<file path="config.mk">
export PLATFORM = sky130hd
export DESIGN_NAME = bank_ch_credit_return_flat
export DESIGN_NICKNAME = d
export VERILOG_FILES = /design/src/rtl/bank_ch_credit_return_if.sv /design/src/rtl/bank_ch_credit_return.sv /design/src/flat_wrapper.sv
export SDC_FILE = /design/constraint.sdc
export NUM_CORES = 1
export LEC_CHECK = 0
export BUFFER_PORTS_ARGS = -buffer_cell sky130_fd_sc_hd__buf_2
export CAP_MARGIN = 20
export CORE_MARGIN = 2
export CORE_UTILIZATION = 40
export CTS_CLUSTER_SIZE = 28
export DETAILED_ROUTE_END_ITERATION = 8
export GPL_TIMING_DRIVEN = 0
export SYNTH_ARGS = -nofsm -noshare
export SYNTH_HDL_FRONTEND = slang
export SYNTH_SLANG_ARGS = --single-unit
</file>
<file path="constraint.sdc">
create_clock -name clk -period 12.3 [get_ports clk]
set_input_delay 1.845 -clock clk [delete_from_list [all_inputs] [get_ports clk]]
set_output_delay 1.845 -clock clk [all_outputs]
set_load 0.02 [all_outputs]
</file>
<file path="src/rtl/bank_ch_credit_return_if.sv">
// ---------------------------------------------------------------------------
// bank_ch_credit_return_if
// Bundles the channel-side credit-return signals.
//   master : issuing side (issue queue, channel response, downstream ready)
//   slave  : bank_ch_credit_return (buffer, credit pulse, status, errors)
// Signals:
//   issue_vld/issue_tag  credited read issued to this channel, with its tag
//   rsp_vld/rsp_data     read data returned by the channel, in issue order
//   out_vld/out_rdy      oldest-entry handshake toward the read-response path
//   out_tag/out_data     tag and data of the oldest entry
//   credit_release       one-cycle pulse per drained entry
//   credit_used          entries currently allocated
//   err_overflow         sticky: issue while full
//   err_underflow        sticky: response with nothing outstanding
// ---------------------------------------------------------------------------
interface bank_ch_credit_return_if #(
  parameter int CREDIT_NUM = 8,
  parameter int PTR_WIDTH  = 8,
  parameter int DATA_WIDTH = 64
);
  localparam int CW = $clog2(CREDIT_NUM) + 1;

  logic                  issue_vld;
  logic [PTR_WIDTH-1:0]  issue_tag;
  logic                  rsp_vld;
  logic [DATA_WIDTH-1:0] rsp_data;
  logic                  out_vld;
  logic                  out_rdy;
  logic [PTR_WIDTH-1:0]  out_tag;
  logic [DATA_WIDTH-1:0] out_data;
  logic                  credit_release;
  logic [CW-1:0]         credit_used;
  logic                  err_overflow;
  logic                  err_underflow;

  modport master (
    output issue_vld, issue_tag, rsp_vld, rsp_data, out_rdy,
    input  out_vld, out_tag, out_data, credit_release, credit_used,
           err_overflow, err_underflow
  );

  modport slave (
    input  issue_vld, issue_tag, rsp_vld, rsp_data, out_rdy,
    output out_vld, out_tag, out_data, credit_release, credit_used,
           err_overflow, err_underflow
  );
endinterface

</file>
<file path="src/rtl/bank_ch_credit_return.sv">
// ---------------------------------------------------------------------------
// bank_ch_credit_return
// Channel-side end of the bank read-credit protocol. Tracks every credited
// read issued to the channel, captures the in-order read data, delivers
// {tag, data} oldest-first and returns one credit pulse per drained entry.
// Ports:
//   clk    clock, rising edge
//   rst_n  asynchronous active-low reset
//   ch     bank_ch_credit_return_if.slave (issue, response, output
//          handshake, credit pulse, occupancy, sticky error flags)
// ---------------------------------------------------------------------------
module bank_ch_credit_return #(
  parameter int CREDIT_NUM = 8,
  parameter int PTR_WIDTH  = 8,
  parameter int DATA_WIDTH = 64
) (
  input  logic                   clk,
  input  logic                   rst_n,
  bank_ch_credit_return_if.slave ch
);
  localparam int AW = $clog2(CREDIT_NUM);
  localparam int CW = AW + 1;

  // Pointers carry an extra wrap bit so full (diff==CREDIT_NUM) and
  // empty (diff==0) are distinguishable.
  logic [CW-1:0]         r_alloc_ptr;
  logic [CW-1:0]         r_fill_ptr;
  logic [CW-1:0]         r_drain_ptr;
  logic                  r_credit_release_p1;
  logic                  r_err_overflow;
  logic                  r_err_underflow;

  // Entry storage is intentionally not reset; the pointers define validity.
  logic [PTR_WIDTH-1:0]  r_tag_mem  [CREDIT_NUM];
  logic [DATA_WIDTH-1:0] r_data_mem [CREDIT_NUM];

  logic [CW-1:0]         w_used;
  logic [CW-1:0]         w_outstanding;
  logic [CW-1:0]         w_ready_cnt;
  logic                  w_full;
  logic                  w_alloc;
  logic                  w_fill;
  logic                  w_out_vld;
  logic                  w_drain;

  always_comb begin
    w_used        = r_alloc_ptr - r_drain_ptr;
    w_outstanding = r_alloc_ptr - r_fill_ptr;
    w_ready_cnt   = r_fill_ptr  - r_drain_ptr;
    // Full comes from registered pointers only: a same-cycle drain does not
    // make room for a same-cycle issue.
    w_full        = (w_used == CW'(CREDIT_NUM));
    w_alloc       = ch.issue_vld & ~w_full;
    // No allocate->fill bypass: a response needs an entry allocated earlier.
    w_fill        = ch.rsp_vld & (w_outstanding != '0);
    w_out_vld     = (w_ready_cnt != '0);
    w_drain       = w_out_vld & ch.out_rdy;
  end

  // ---- stage p0 -> p1: pointer, credit and error state ----
  always_ff @(posedge clk or negedge rst_n) begin
    if (!rst_n) begin
      r_alloc_ptr         <= '0;
      r_fill_ptr          <= '0;
      r_drain_ptr         <= '0;
      r_credit_release_p1 <= 1'b0;
      r_err_overflow      <= 1'b0;
      r_err_underflow     <= 1'b0;
    end else begin
      if (w_alloc) r_alloc_ptr <= r_alloc_ptr + CW'(1);
      if (w_fill)  r_fill_ptr  <= r_fill_ptr  + CW'(1);
      if (w_drain) r_drain_ptr <= r_drain_ptr + CW'(1);
      r_credit_release_p1 <= w_drain;
      if (ch.issue_vld & w_full)               r_err_overflow  <= 1'b1;
      if (ch.rsp_vld & (w_outstanding == '0))  r_err_underflow <= 1'b1;
    end
  end

  // Tag is captured at allocate, data at fill; the two arrays are written
  // independently so all three pointers can advance in one cycle.
  always_ff @(posedge clk) begin
    if (w_alloc) r_tag_mem[r_alloc_ptr[AW-1:0]] <= ch.issue_tag;
    if (w_fill)  r_data_mem[r_fill_ptr[AW-1:0]] <= ch.rsp_data;
  end

  // Outputs are forced to zero when nothing is ready so reset and idle
  // present clean values regardless of the unreset storage.
  always_comb begin
    ch.out_vld        = w_out_vld;
    ch.out_tag        = w_out_vld ? r_tag_mem[r_drain_ptr[AW-1:0]]  : '0;
    ch.out_data       = w_out_vld ? r_data_mem[r_drain_ptr[AW-1:0]] : '0;
    ch.credit_release = r_credit_release_p1;
    ch.credit_used    = w_used;
    ch.err_overflow   = r_err_overflow;
    ch.err_underflow  = r_err_underflow;
  end
endmodule

</file>
<file path="src/flat_wrapper.sv">
// flat-port wrapper written by rule: the top's interface ports become plain ports
module bank_ch_credit_return_flat 
#(
  parameter int CREDIT_NUM = 8,
  parameter int PTR_WIDTH  = 8,
  parameter int DATA_WIDTH = 64
)
  (clk, rst_n, ch_issue_vld, ch_issue_tag, ch_rsp_vld, ch_rsp_data, ch_out_rdy, ch_out_vld, ch_out_tag, ch_out_data, ch_credit_release, ch_credit_used, ch_err_overflow, ch_err_underflow);
  bank_ch_credit_return_if #(.CREDIT_NUM(CREDIT_NUM), .PTR_WIDTH(PTR_WIDTH), .DATA_WIDTH(DATA_WIDTH)) ch_i ();
  input  logic clk;
  input  logic rst_n;
  input wire logic [$bits(ch_i.issue_vld)-1:0] ch_issue_vld;
  input wire logic [$bits(ch_i.issue_tag)-1:0] ch_issue_tag;
  input wire logic [$bits(ch_i.rsp_vld)-1:0] ch_rsp_vld;
  input wire logic [$bits(ch_i.rsp_data)-1:0] ch_rsp_data;
  input wire logic [$bits(ch_i.out_rdy)-1:0] ch_out_rdy;
  output wire logic [$bits(ch_i.out_vld)-1:0] ch_out_vld;
  output wire logic [$bits(ch_i.out_tag)-1:0] ch_out_tag;
  output wire logic [$bits(ch_i.out_data)-1:0] ch_out_data;
  output wire logic [$bits(ch_i.credit_release)-1:0] ch_credit_release;
  output wire logic [$bits(ch_i.credit_used)-1:0] ch_credit_used;
  output wire logic [$bits(ch_i.err_overflow)-1:0] ch_err_overflow;
  output wire logic [$bits(ch_i.err_underflow)-1:0] ch_err_underflow;
  assign ch_i.issue_vld = ch_issue_vld;
  assign ch_i.issue_tag = ch_issue_tag;
  assign ch_i.rsp_vld = ch_rsp_vld;
  assign ch_i.rsp_data = ch_rsp_data;
  assign ch_i.out_rdy = ch_out_rdy;
  assign ch_out_vld = ch_i.out_vld;
  assign ch_out_tag = ch_i.out_tag;
  assign ch_out_data = ch_i.out_data;
  assign ch_credit_release = ch_i.credit_release;
  assign ch_credit_used = ch_i.credit_used;
  assign ch_err_overflow = ch_i.err_overflow;
  assign ch_err_underflow = ch_i.err_underflow;
  bank_ch_credit_return #(.CREDIT_NUM(CREDIT_NUM), .PTR_WIDTH(PTR_WIDTH), .DATA_WIDTH(DATA_WIDTH)) u_core (.clk(clk), .rst_n(rst_n), .ch(ch_i));
endmodule
</file>
==> results by group, run 1 <==
Status
  • Run status: finished clean

CTS
  • CTS tree: yes
  • Setup bufs post-CTS: 0
  • Hold-fix buffers, CTS: 0
  • Root buffer selected by CTS: clkbuf_16
  • CTS Buf Count: 59
  • CTS sink cnt: 591
  • CTS clk-pin slew, worst paths: around 60 ps
  • Clk Latency, worst-skew pair: 610 ps
  • # H-tree levels: 2
  • Bufs on Longest Clock Path: 3
  • Post-cts sizing count: 0

Power
  • Power, Total: 7.336 mW
  • Sequential share of power: 36.3%
  • Int Pwr: 4.730 mW
  • Logic gate share of total power: 39.7%
  • Clock power frac: between 20% and 30%
  • Worst VDD drop: 125.9 uV
  • Pleak: 9.182 nW
  • Switching share of total power: approximately 36%
  • Cell Pwr Density: 267.0 mW/mm^2
  • NetSw: 2.606 mW

Timing
  • Endpoints failing setup: 0
  • Setup TNS: 0 ps
  • Final Cycle Share: between 40% and 50%
  • Slew @ Worst Pin: 1043 ps
  • Final setup margin: around 6400 ps
  • Final slew viol count: 0
  • Unrepaired setup endpoints after global routing: no
  • Fmax: 168.1 MHz
  • Relative slew margins: 30.07%
  • Final-report hold violation count: 0
  • Clk_skew: between 15 and 20 ps
  • Final worst path period need: 5947 ps

Job
  • # Max-Cap Violations: 0

Global routing
  • Initial antenna violation count: 10
  • Vias in the first global route: 11820
  • Largest net degree at the start of global routing: 25
  • Overall Global Routing Usage: ~17%
  • First-pass GRT wire length: 76040 um
  • Total gr overflow: 0

Place
  • DP HPWL: 33480 um
  • Placed cells: 2083
  • Final GP Congestion: 0.7581
  • IO Port Bufs: 155
  • Post-place setup slack: 6978 ps

Floorplan
  • Core area: between 0.05 and 0.06 sq mm
  • I/O pin total: 157
  • Die width: around 240 um
  • Rows: just under 90
  • Die H: ~240 um
  • Initial Util: 40.31%
  • Full die area: ~0.060 sq mm

Setup path
  • CP Capture Type: output port
  • Reg2Reg Setup Slack: 8440 ps
  • Reg2Reg Depth: 11
  • Crit Path Class: flop to output port
  • CP arrival: 4100 ps
  • CP Data Required Time: 10450 ps
  • R2r startpoint: u_core.r_fill_ptr[1]
  • Startpoint Class: flop
  • Worst-path fanout max: 10
  • Worst-path cell chain: buf_2 > buf_1 > inv_1 > ha_1 > nor2b_1 > o21ai_1 > a21oi_1 > o2111a_2 > buf_8 > a21oi_1 > buf_2
  • CP peak stage delay: a little over 500 ps
  • Reg2reg end: u_core.r_data_mem[3][26]
  • Crit path max-delay cell type: buf_1

Synth
  • Dominant cell type by area after synthesis: edfxtp_1
  • Synth Area per Inst: 20.72 sq um
  • Post-synth EDFFs: roughly 580
  • #FFs+latches synth: 591
  • Post-synth top area share: 74.65%
  • YS warnings: 0
  • Cell variety after synth: 39
  • Area contributors post-synth: edfxtp_1 (75%), mux4_2 (14%), nand2_1 (2.5%), a21oi_2 (2.2%), dfrtp_1 (1.6%)
  • Synth Instances: between 1000 and 1500
  • Mapped cell area: 0.02317 sq mm
  • Net Count, Synth: 1208
  • Seq/Total Area, Yosys: 76.27%
  • Post-synth ARST share: 2.538%
  • Ys flop type: edfxtp_1

Min path
  • Hold Crit Start: u_core.ch.err_underflow
  • Hold Path Sink: u_core.ch.err_underflow
  • Worst min path class: flop to flop
  • Cell depth of the worst hold path: 1

Drt
  • DRC viols: 0
  • Final antenna-violating net count: 0
  • Vias per std cell: between 5 and 6
  • Pre-Repair DR Iteration Count: 8
  • DRT iter0 DRCs: 908
  • WL/cell: 23.21 um
  • Routed vias: roughly 11000
  • Total Wirelength: 51010 um

Final layout
  • Share of cells above drive strength 1: about two fifths
  • Final net count: 1469
  • Non-Filler Instances: ~2200
  • Synth-to-layout area growth: 18.57%
## layout by cell type, fill, tap and decap left out, types with 3 or more instances in the layout
cell          n
xor2_1        7
nand2_1     152
bufinv_16     6
buf_6        29
clkinv_2      9
buf_4        17
clkbuf_1     29
dfrtp_1      15
ha_1         12
mux4_2      144
clkbuf_16    60
clkinvlp_4    8
clkinv_1     14
inv_1        10
nand2b_1      3
buf_2       173
a21oi_1      19
nor2_4        4
nand3_1       5
a21oi_2      59
edfxtp_1    576
nor3_2        5
diode_2       5
buf_12        6
buf_8        12
nand3b_1      4
nor2_1       10
nand4_1       3
xnor2_1       9
## critical path, delay by kind of cell, from the launching register on
family | cells | cell delay, ps
buffers and inverters | 5 | 1540
AOI/OAI and AO/OA | 4 | 950
DFF | 1 | 480
adders and majority gates | 1 | 370
and+or+nand+nor | 1 | 140
## layer usage
layer | part of all wire, % | wire [um] | track usage (%)
met5 | 0.18 | 92 | 0
met4 | 1.8 | 903 | 4.322
met3 | 5.7 | 2907 | 3.619
met2 | 48 | 24710 | 27.98
met1 | 44 | 22390 | 24.09
## Yosys cell counts (all sizes together) (4+ instances only)
library cell    n
mux4          144
o21ai           4
nor3            7
xor2            7
edfxtp        576
nand3b          4
nor2           14
dfrtp          15
ha             12
nand3           5
inv            11
clkbuf         19
buf            40
a21oi          78
xnor2          10
nand2         153
## sequential cells by signal, indices dropped and copies added, names as in the netlist
signal and flops:
u_core.ch.credit_release 1, u_core.r_drain_ptr 4, u_core.ch.err_overflow 1, u_core.r_alloc_ptr 4
u_core.r_tag_mem 64, u_core.ch.err_underflow 1, u_core.r_fill_ptr 4, u_core.r_data_mem 512
## stage by stage
step | hold slack [ps] | utilization, % | area [sq um]
2_1_floorplan | 520.9 | - | 23170
3_3_place_gp | 438.1 | 43.33 | 24900
3_5_place_dp | 450.6 | 44.45 | 25550
4_1_cts | 465.1 | 47.78 | 27460
5_1_grt | 474.3 | 47.78 | 27460
6_report | 458.3 | 47.80 | 27470
## power groups by stage
stage / combinational (mW) / clock [mW] / sequential, mW
2_1_floorplan: 1.95 / 0 / 2.72
3_3_place_gp: 2.84 / 0 / 2.78
3_5_place_dp: 2.97 / 0 / 2.71
4_1_cts: 2.98 / 1.80 / 2.66
5_1_grt: 3.13 / 1.88 / 2.69
6_report: 2.91 / 1.76 / 2.66
## how the worst max path moves through the flow
stage | start | to | slack (ps)
after floorplan | ch_rsp_vld | u_core.r_data_mem[1][0] | 5410
after global placement | ch_rsp_vld | u_core.r_data_mem[3][25] | 250
after detailed placement | u_core.r_drain_ptr[1] | ch_out_data[3] | 6980
after CTS | u_core.r_drain_ptr[1] | ch_out_data[3] | 6310
after global routing | u_core.r_drain_ptr[1] | ch_out_data[63] | 6110
final | u_core.r_drain_ptr[1] | ch_out_data[63] | 6350
## cell type report
| class | instances | area (sq um) |
|---|---|---|
| fillers | 4855 | 30000 |
| flip-flops and latches | 591 | 17670 |
| multi-input cells | 457 | 5129 |
| clock buffers | 70 | 1539 |
| repair buffers | 200 | 1375 |
| well taps | 765 | 957.2 |
| plain buffers | 59 | 375.4 |
| clock inverters | 40 | 371.6 |
| inverters | 11 | 41.29 |
| diodes | 5 | 12.51 |
## cell families after synthesis
logic type                 after synthesis  share of synthesized area [%]
muxes                                  147                          14.16
xor gates and xnor gates                17                         0.6751
buffers and inverters                   70                          1.798
adders and majority gates               13                         0.7344
and+or+nand+nor                        193                          3.445
DFF                                    591                          76.27
AOI/OAI and AO/OA                       87                          2.916
No activity file was read; power rests on OpenSTA's default activity.
==> inputs of run 2 (changes only) <==
clock period = 5.7 ns   (was 12.3 ns; I/O delays follow)
==> run 2 against run 1 <==
  * Final cell count down 0.32%
  * Routed wire length down 0.54%
  * Highest routed layer unchanged
  * Critical endpoint unchanged
  * Clock power up 110%
  * Largest cell class unchanged
  * Clock skew about the same
==> results by group, run 2 (synthesis results as in run 1) <==
Place
  • Final GP Congestion: 0.7456 (-1.6%)
  • Post-place setup slack: 1258 ps (-5720 ps)
  • Placed cells: 2083 (unchanged)
  • DP HPWL: 33840 um (+1.1%)
  • IO Port Bufs: 155 (unchanged)

Timing
  • Final worst path period need: approximately 5000 ps
  • Setup TNS: 0 ps (unchanged)
  • Relative slew margins: 30.91% (+0.84 points)
  • Final Cycle Share: 89.67%
  • Slew @ Worst Pin: 1036 ps (-6.879 ps)
  • Clk_skew: 15.94 ps (-0.1187 ps)
  • Unrepaired setup endpoints after global routing: no
  • Fmax: just under 200 MHz
  • Final-report hold violation count: 0 (unchanged)
  • Final setup margin: 588.8 ps (-5764 ps)
  • Final slew viol count: 0 (unchanged)
  • Endpoints failing setup: 0 (unchanged)

Global routing
  • Largest net degree at the start of global routing: 22 (-12%)
  • First-pass GRT wire length: 76260 um (+0.29%)
  • Overall Global Routing Usage: 17.22% (-0.076 points)
  • Vias in the first global route: 11920 (+0.84%)
  • Initial antenna violation count: 5 (-5)
  • Total gr overflow: 0 (unchanged)

Power
  • Sequential share of power: 36.4% (about the same)
  • Power, Total: 15.76 mW (+110%)
  • Worst VDD drop: 285.2 uV (+130%)
  • Clock power frac: 23.7% (-0.3 points)
  • Logic gate share of total power: 39.9% (+0.2 points)
  • Pleak: 9.194 nW (+0.13%)
  • NetSw: 5.594 mW (+110%)
  • Switching share of total power: 35.48% (-0.042 points)
  • Cell Pwr Density: 573.7 mW/mm^2 (+110%)
  • Int Pwr: 10.17 mW (+120%)

Final layout
  • Commonest non-fill, non-tap cell in the layout: edfxtp_1
  • Share of cells above drive strength 1: 38.02% (-0.15 points)
  • Final net count: 1468 (-0.068%)
  • Fin util: 47.81% (about the same)
  • Number of fill cells: 4852 (-0.062%)
  • Most frequent cells in the layout: edfxtp_1 (576), buf_2 (173), nand2_1 (152)
  • Synth-to-layout area growth: 18.60% (about the same)
  • Number of flip-flops in the largest register: 512 (unchanged)
  • Non-Filler Instances: 2191 (-0.32%)

Floorplan
  • Initial Util: 40.31% (unchanged)
  • Core area: 0.05748 sq mm (unchanged)
  • Full die area: 0.05987 sq mm (unchanged)
  • Die H: 244.7 um (unchanged)
  • I/O pin total: 157 (unchanged)
  • Rows: 88 (unchanged)
  • Die width: 244.7 um (unchanged)

Setup path
  • CP Data Required Time: 4850 ps (-5600 ps)
  • CP Buf/Inv Count: 5 (unchanged)
  • Worst-path fanout max: 10 (unchanged)
  • Crit path max-delay cell type: buf_1
  • CP arrival: 4260 ps (+160 ps)
  • Worst-path cell chain: buf_2 > buf_1 > inv_1 > ha_1 > nor2b_1 > o21ai_1 > a21oi_1 > o2111a_2 > buf_8 > a21oi_1 > buf_2
  • Top delay family on crit path: buffers and inverters
  • Crit Path Class: flop to output port
  • Startpoint Class: flop
  • CP peak stage delay: 590 ps (+80 ps)
  • CP Capture Type: output port

CTS
  • CTS clk-pin slew, worst paths: 60 ps (about the same)
  • Root buffer selected by CTS: clkbuf_16
  • CTS tree: yes
  • Clk Latency, worst-skew pair: 610 ps (about the same)
  • Hold-fix buffers, CTS: 0 (unchanged)
  • # H-tree levels: 2 (unchanged)
  • Post-cts sizing count: 0 (unchanged)
  • Bufs on Longest Clock Path: 3 (unchanged)
  • Setup bufs post-CTS: 0 (unchanged)
  • CTS Buf Count: 58 (-1.7%)
  • CTS sink cnt: 591 (unchanged)

Status
  • Run status: finished clean

Drt
  • Final antenna-violating net count: 0 (unchanged)
  • Total Wirelength: 50730 um (-0.54%)
  • WL/cell: 23.15 um (-0.23%)
  • Pre-Repair DR Iteration Count: 5 (-3)
  • Routed vias: 11430 (+0.98%)
  • DRT iter0 DRCs: 934 (+2.9%)
  • Vias per std cell: 5.217 (+1.3%)
  • DRC viols: 0 (unchanged)

Min path
  • Worst min path class: input port to async pin

Job
  • # Max-Cap Violations: 0 (unchanged)
## run 2: changes by cell type in the layout (fill, tap and decap cells not counted), sizes merged
cell	delta
clkinv	+1
clkinvlp	-5
diode	-2
clkbuf	-1
## run 2: layout make-up
type / count / area [sq um] / share of cell area (%)
Sequential cell: 591 / 17670 / 64.31
Multi-Input combinational cell: 457 / 5135 / 18.69
Clock buffer: 69 / 1493 / 5.432
Timing Repair Buffer: 200 / 1454 / 5.291
Tap cell: 765 / 957.2 / 3.483
Buffer: 59 / 375.4 / 1.366
Clock inverter: 36 / 345.3 / 1.257
Inverter: 11 / 41.29 / 0.1503
Antenna cell: 3 / 7.507 / 0.02732
## run 2: through the flow
stage / hold slack [ps] / area [sq um]
floorplan: 520.9 / 23170
global placement: 438.6 / 24910
detailed placement: 452.9 / 25630
CTS: 120.0 / 27470
global route: 153.9 / 27470
finish: 150.4 / 27480
## run 2: worst register-to-register path: stages (launching register included)
cell      delay [ps]
dfrtp_1          400
clkbuf_1         400
inv_1            150
ha_1             340
nand3b_1         100
nand2_1          100
xnor2_1          300
o21ai_0          340
nor3_2           700
buf_6            250
buf_6            180
buf_8            160
buf_6            150
buf_6            160
## run 2: final timing paths
path / from / endpoint / slack [ps] / cells after the start
min: rst_n / u_core.ch.credit_release / 150 / 1
max in group asynchronous: rst_n / u_core.r_drain_ptr[0] / 5280 / 1
min reg2reg: u_core.ch.err_underflow / u_core.ch.err_underflow / 450 / 1
min in group clk: u_core.ch.err_underflow / u_core.ch.err_underflow / 450 / 1
max reg2reg: u_core.r_fill_ptr[1] / u_core.r_data_mem[0][13] / 1670 / 13
max: u_core.r_drain_ptr[1] / ch_out_data[63] / 590 / 11
## run 2: power by group through the flow
stage	Combinational (mW)	Sequential [mW]	Clock (mW)
global placement	6.11	5.98	0
finish	6.29	5.74	3.73
CTS	6.46	5.75	3.82
floorplan	4.22	5.86	0
global route	6.79	5.80	3.98
detailed placement	6.44	5.84	0
## run 2: per-layer routing
layer | track usage, % | up-vias | part of all wire [%] | wire length [um]
met1 | 24.29 | 6025 | 44 | 22130
met4 | 4.860 | 10 | 2.1 | 1074
met3 | 2.821 | 81 | 5.2 | 2618
met2 | 27.85 | 284 | 49 | 24860
li1 | - | 5030 | - | -
met5 | 0 | - | 0.095 | 48
==> inputs of run 3 (changes only) <==
--- a/config.mk
+++ b/config.mk
@@ -11,2 +11,3 @@
 export CORE_UTILIZATION = 40
+export CTS_CLUSTER_DIAMETER = 100
 export CTS_CLUSTER_SIZE = 28
@@ -14,2 +15,3 @@
 export GPL_TIMING_DRIVEN = 0
+export PLACE_DENSITY_LB_ADDON = 0.08
 export SYNTH_ARGS = -nofsm -noshare
--- a/constraint.sdc
+++ b/constraint.sdc
@@ -3,2 +3,2 @@
 set_output_delay 0.855 -clock clk [all_outputs]
-set_load 0.02 [all_outputs]
+set_load 0.1 [all_outputs]
==> run 3 against run 2 <==
  * Clock skew up 8.2 ps
  * Via count decreased by 3.5%
  * Worst hold slack better by 16 ps
  * Critical path depth up 1
  * Critical endpoint is now ch_out_data[21]
  * Worst setup slack got worse by 210 ps
==> results by group, run 3 (synthesis results as in run 1) <==
Final layout
  • Number of fill cells: 5046 (+4.0%)
  • Final net count: 1434 (-2.3%)
  • Fin area: 0.02627 sq mm (-4.4%)
  • Non-Filler Instances: 2119 (-3.3%)
  • Most frequent cells in the layout: edfxtp_1 (576), buf_2 (173), nand2_1 (152)
  • Commonest non-fill, non-tap cell in the layout: edfxtp_1
  • Synth-to-layout area growth: 13.40%
  • Fin util: 45.71% (-2.1 points)
  • Number of flip-flops in the largest register: 512 (unchanged)
  • Share of cells above drive strength 1: 35.99% (-2.0 points)

Timing
  • Fmax: 188.0 MHz (-3.9%)
  • Slew @ Worst Pin: 968.0 ps (-68.35 ps)
  • Setup TNS: 0 ps (unchanged)
  • Relative slew margins: 35.11% (+4.2 points)
  • Final Cycle Share: 93.34% (+3.7 points)
  • Endpoints failing setup: 0 (unchanged)
  • Clk_skew: 24.09 ps (+8.154 ps)
  • Final-report hold violation count: 0 (unchanged)
  • Final slew viol count: 0 (unchanged)
  • Final worst path period need: 5320 ps (+209.3 ps)
  • Unrepaired setup endpoints after global routing: no

Floorplan
  • Initial Util: 40.31% (unchanged)
  • Full die area: 0.05987 sq mm (unchanged)
  • I/O pin total: 157 (unchanged)
  • Die width: 244.7 um (unchanged)
  • Die H: 244.7 um (unchanged)
  • Core area: 0.05748 sq mm (unchanged)
  • Rows: 88 (unchanged)

Global routing
  • Vias in the first global route: 11310 (-5.1%)
  • First-pass GRT wire length: 77360 um (+1.4%)
  • Total gr overflow: 0 (unchanged)
  • Initial antenna violation count: 7 (+2)
  • Overall Global Routing Usage: 17.60% (+0.38 points)
  • Largest net degree at the start of global routing: 30 (+36%)

Setup path
  • CP Data Required Time: 4850 ps (about the same)
  • Worst-path cell chain: buf_2 > buf_1 > inv_1 > ha_1 > nor2b_1 > o21ai_1 > a21oi_1 > o2111a_2 > buf_8 > buf_8 > a21oi_2 > buf_2
  • Top delay family on crit path: buffers and inverters
  • Startpoint Class: flop
  • CP Capture Type: output port
  • Crit Path Class: flop to output port
  • Reg2Reg Setup Slack: 1800 ps (+130 ps)
  • CP arrival: 4470 ps (+210 ps)
  • Worst-path fanout max: 10 (unchanged)
  • CP Buf/Inv Count: 6 (+1)
  • CP peak stage delay: 580 ps (about the same)
  • Crit path max-delay cell type: buf_1

CTS
  • Setup bufs post-CTS: 0 (unchanged)
  • CTS sink cnt: 591 (unchanged)
  • CTS clk-pin slew, worst paths: 120 ps (+60 ps)
  • CTS tree: yes
  • Root buffer selected by CTS: clkbuf_16
  • Bufs on Longest Clock Path: 3 (unchanged)
  • Post-cts sizing count: 0 (unchanged)
  • CTS Buf Count: 25 (-57%)
  • # H-tree levels: 1 (-1)
  • Hold-fix buffers, CTS: 0 (unchanged)
  • Clk Latency, worst-skew pair: 590 ps (-20 ps)

Drt
  • Routed vias: 11030 (-3.5%)
  • WL/cell: 24.68 um (+6.6%)
  • Total Wirelength: 52310 um (+3.1%)
  • Pre-Repair DR Iteration Count: 4 (-1)
  • DRT iter0 DRCs: 767 (-18%)
  • DRC viols: 0 (unchanged)
  • Final antenna-violating net count: 0 (unchanged)
  • Vias per std cell: 5.207 (-0.18%)

Min path
  • Worst min path class: input port to async pin

Status
  • Run status: finished clean

Place
  • IO Port Bufs: 155 (unchanged)
  • Final GP Congestion: 0.6989 (-6.3%)
  • Placed cells: 2082 (-0.048%)
  • DP HPWL: 34920 um (+3.2%)
  • Dpl cell area: 0.02559 sq mm (-0.19%)

Job
  • # Max-Cap Violations: 0 (unchanged)
run 3: area by class of cell:
type / instances / area, sq um / area share (%)
Timing Repair Buffer: 199 / 1405 / 5.348
Sequential cell: 591 / 17670 / 67.26
Tap cell: 765 / 957.2 / 3.643
Antenna cell: 1 / 2.502 / 0.009524
Buffer: 59 / 375.4 / 1.429
Clock inverter: 4 / 33.78 / 0.1286
Multi-Input combinational cell: 457 / 5135 / 19.54
Clock buffer: 32 / 651.9 / 2.481
Inverter: 11 / 41.29 / 0.1572
run 3: worst paths after layout:
kind | start | to | depth (start not counted)
worst max-delay path | u_core.r_drain_ptr[1] | ch_out_data[21] | 12
worst min-delay path | rst_n | u_core.ch.err_overflow | 1
worst max register to register | u_core.r_fill_ptr[1] | u_core.r_data_mem[0][5] | 12
worst min register to register | u_core.ch.err_underflow | u_core.ch.err_underflow | 1
max in group asynchronous | rst_n | u_core.r_fill_ptr[0] | 1
min in group clk | u_core.ch.err_underflow | u_core.ch.err_underflow | 1
run 3: metrics by stage:
stage	setup slack (ps)	hold slack, ps
2_1_floorplan	-807.8	520.9
3_3_place_gp	-6299	437.2
3_5_place_dp	1019	442.9
4_1_cts	346.1	141.5
5_1_grt	209.3	162.6
6_report	379.6	166.4
run 3: metal layers:
layer / up-vias / part of all wire [%] / GRT usage (%)
met3: 42 / 3.7 / 2.526
met5: - / 0.16 / 0
met2: 161 / 48 / 28.64
met1: 5908 / 47 / 25.96
li1: 4911 / - / -
met4: 12 / 1.0 / 2.493
Power of run 3 is not shown: default switching activity piles up to over one toggle a cycle in this logic, so the estimate is an artifact.
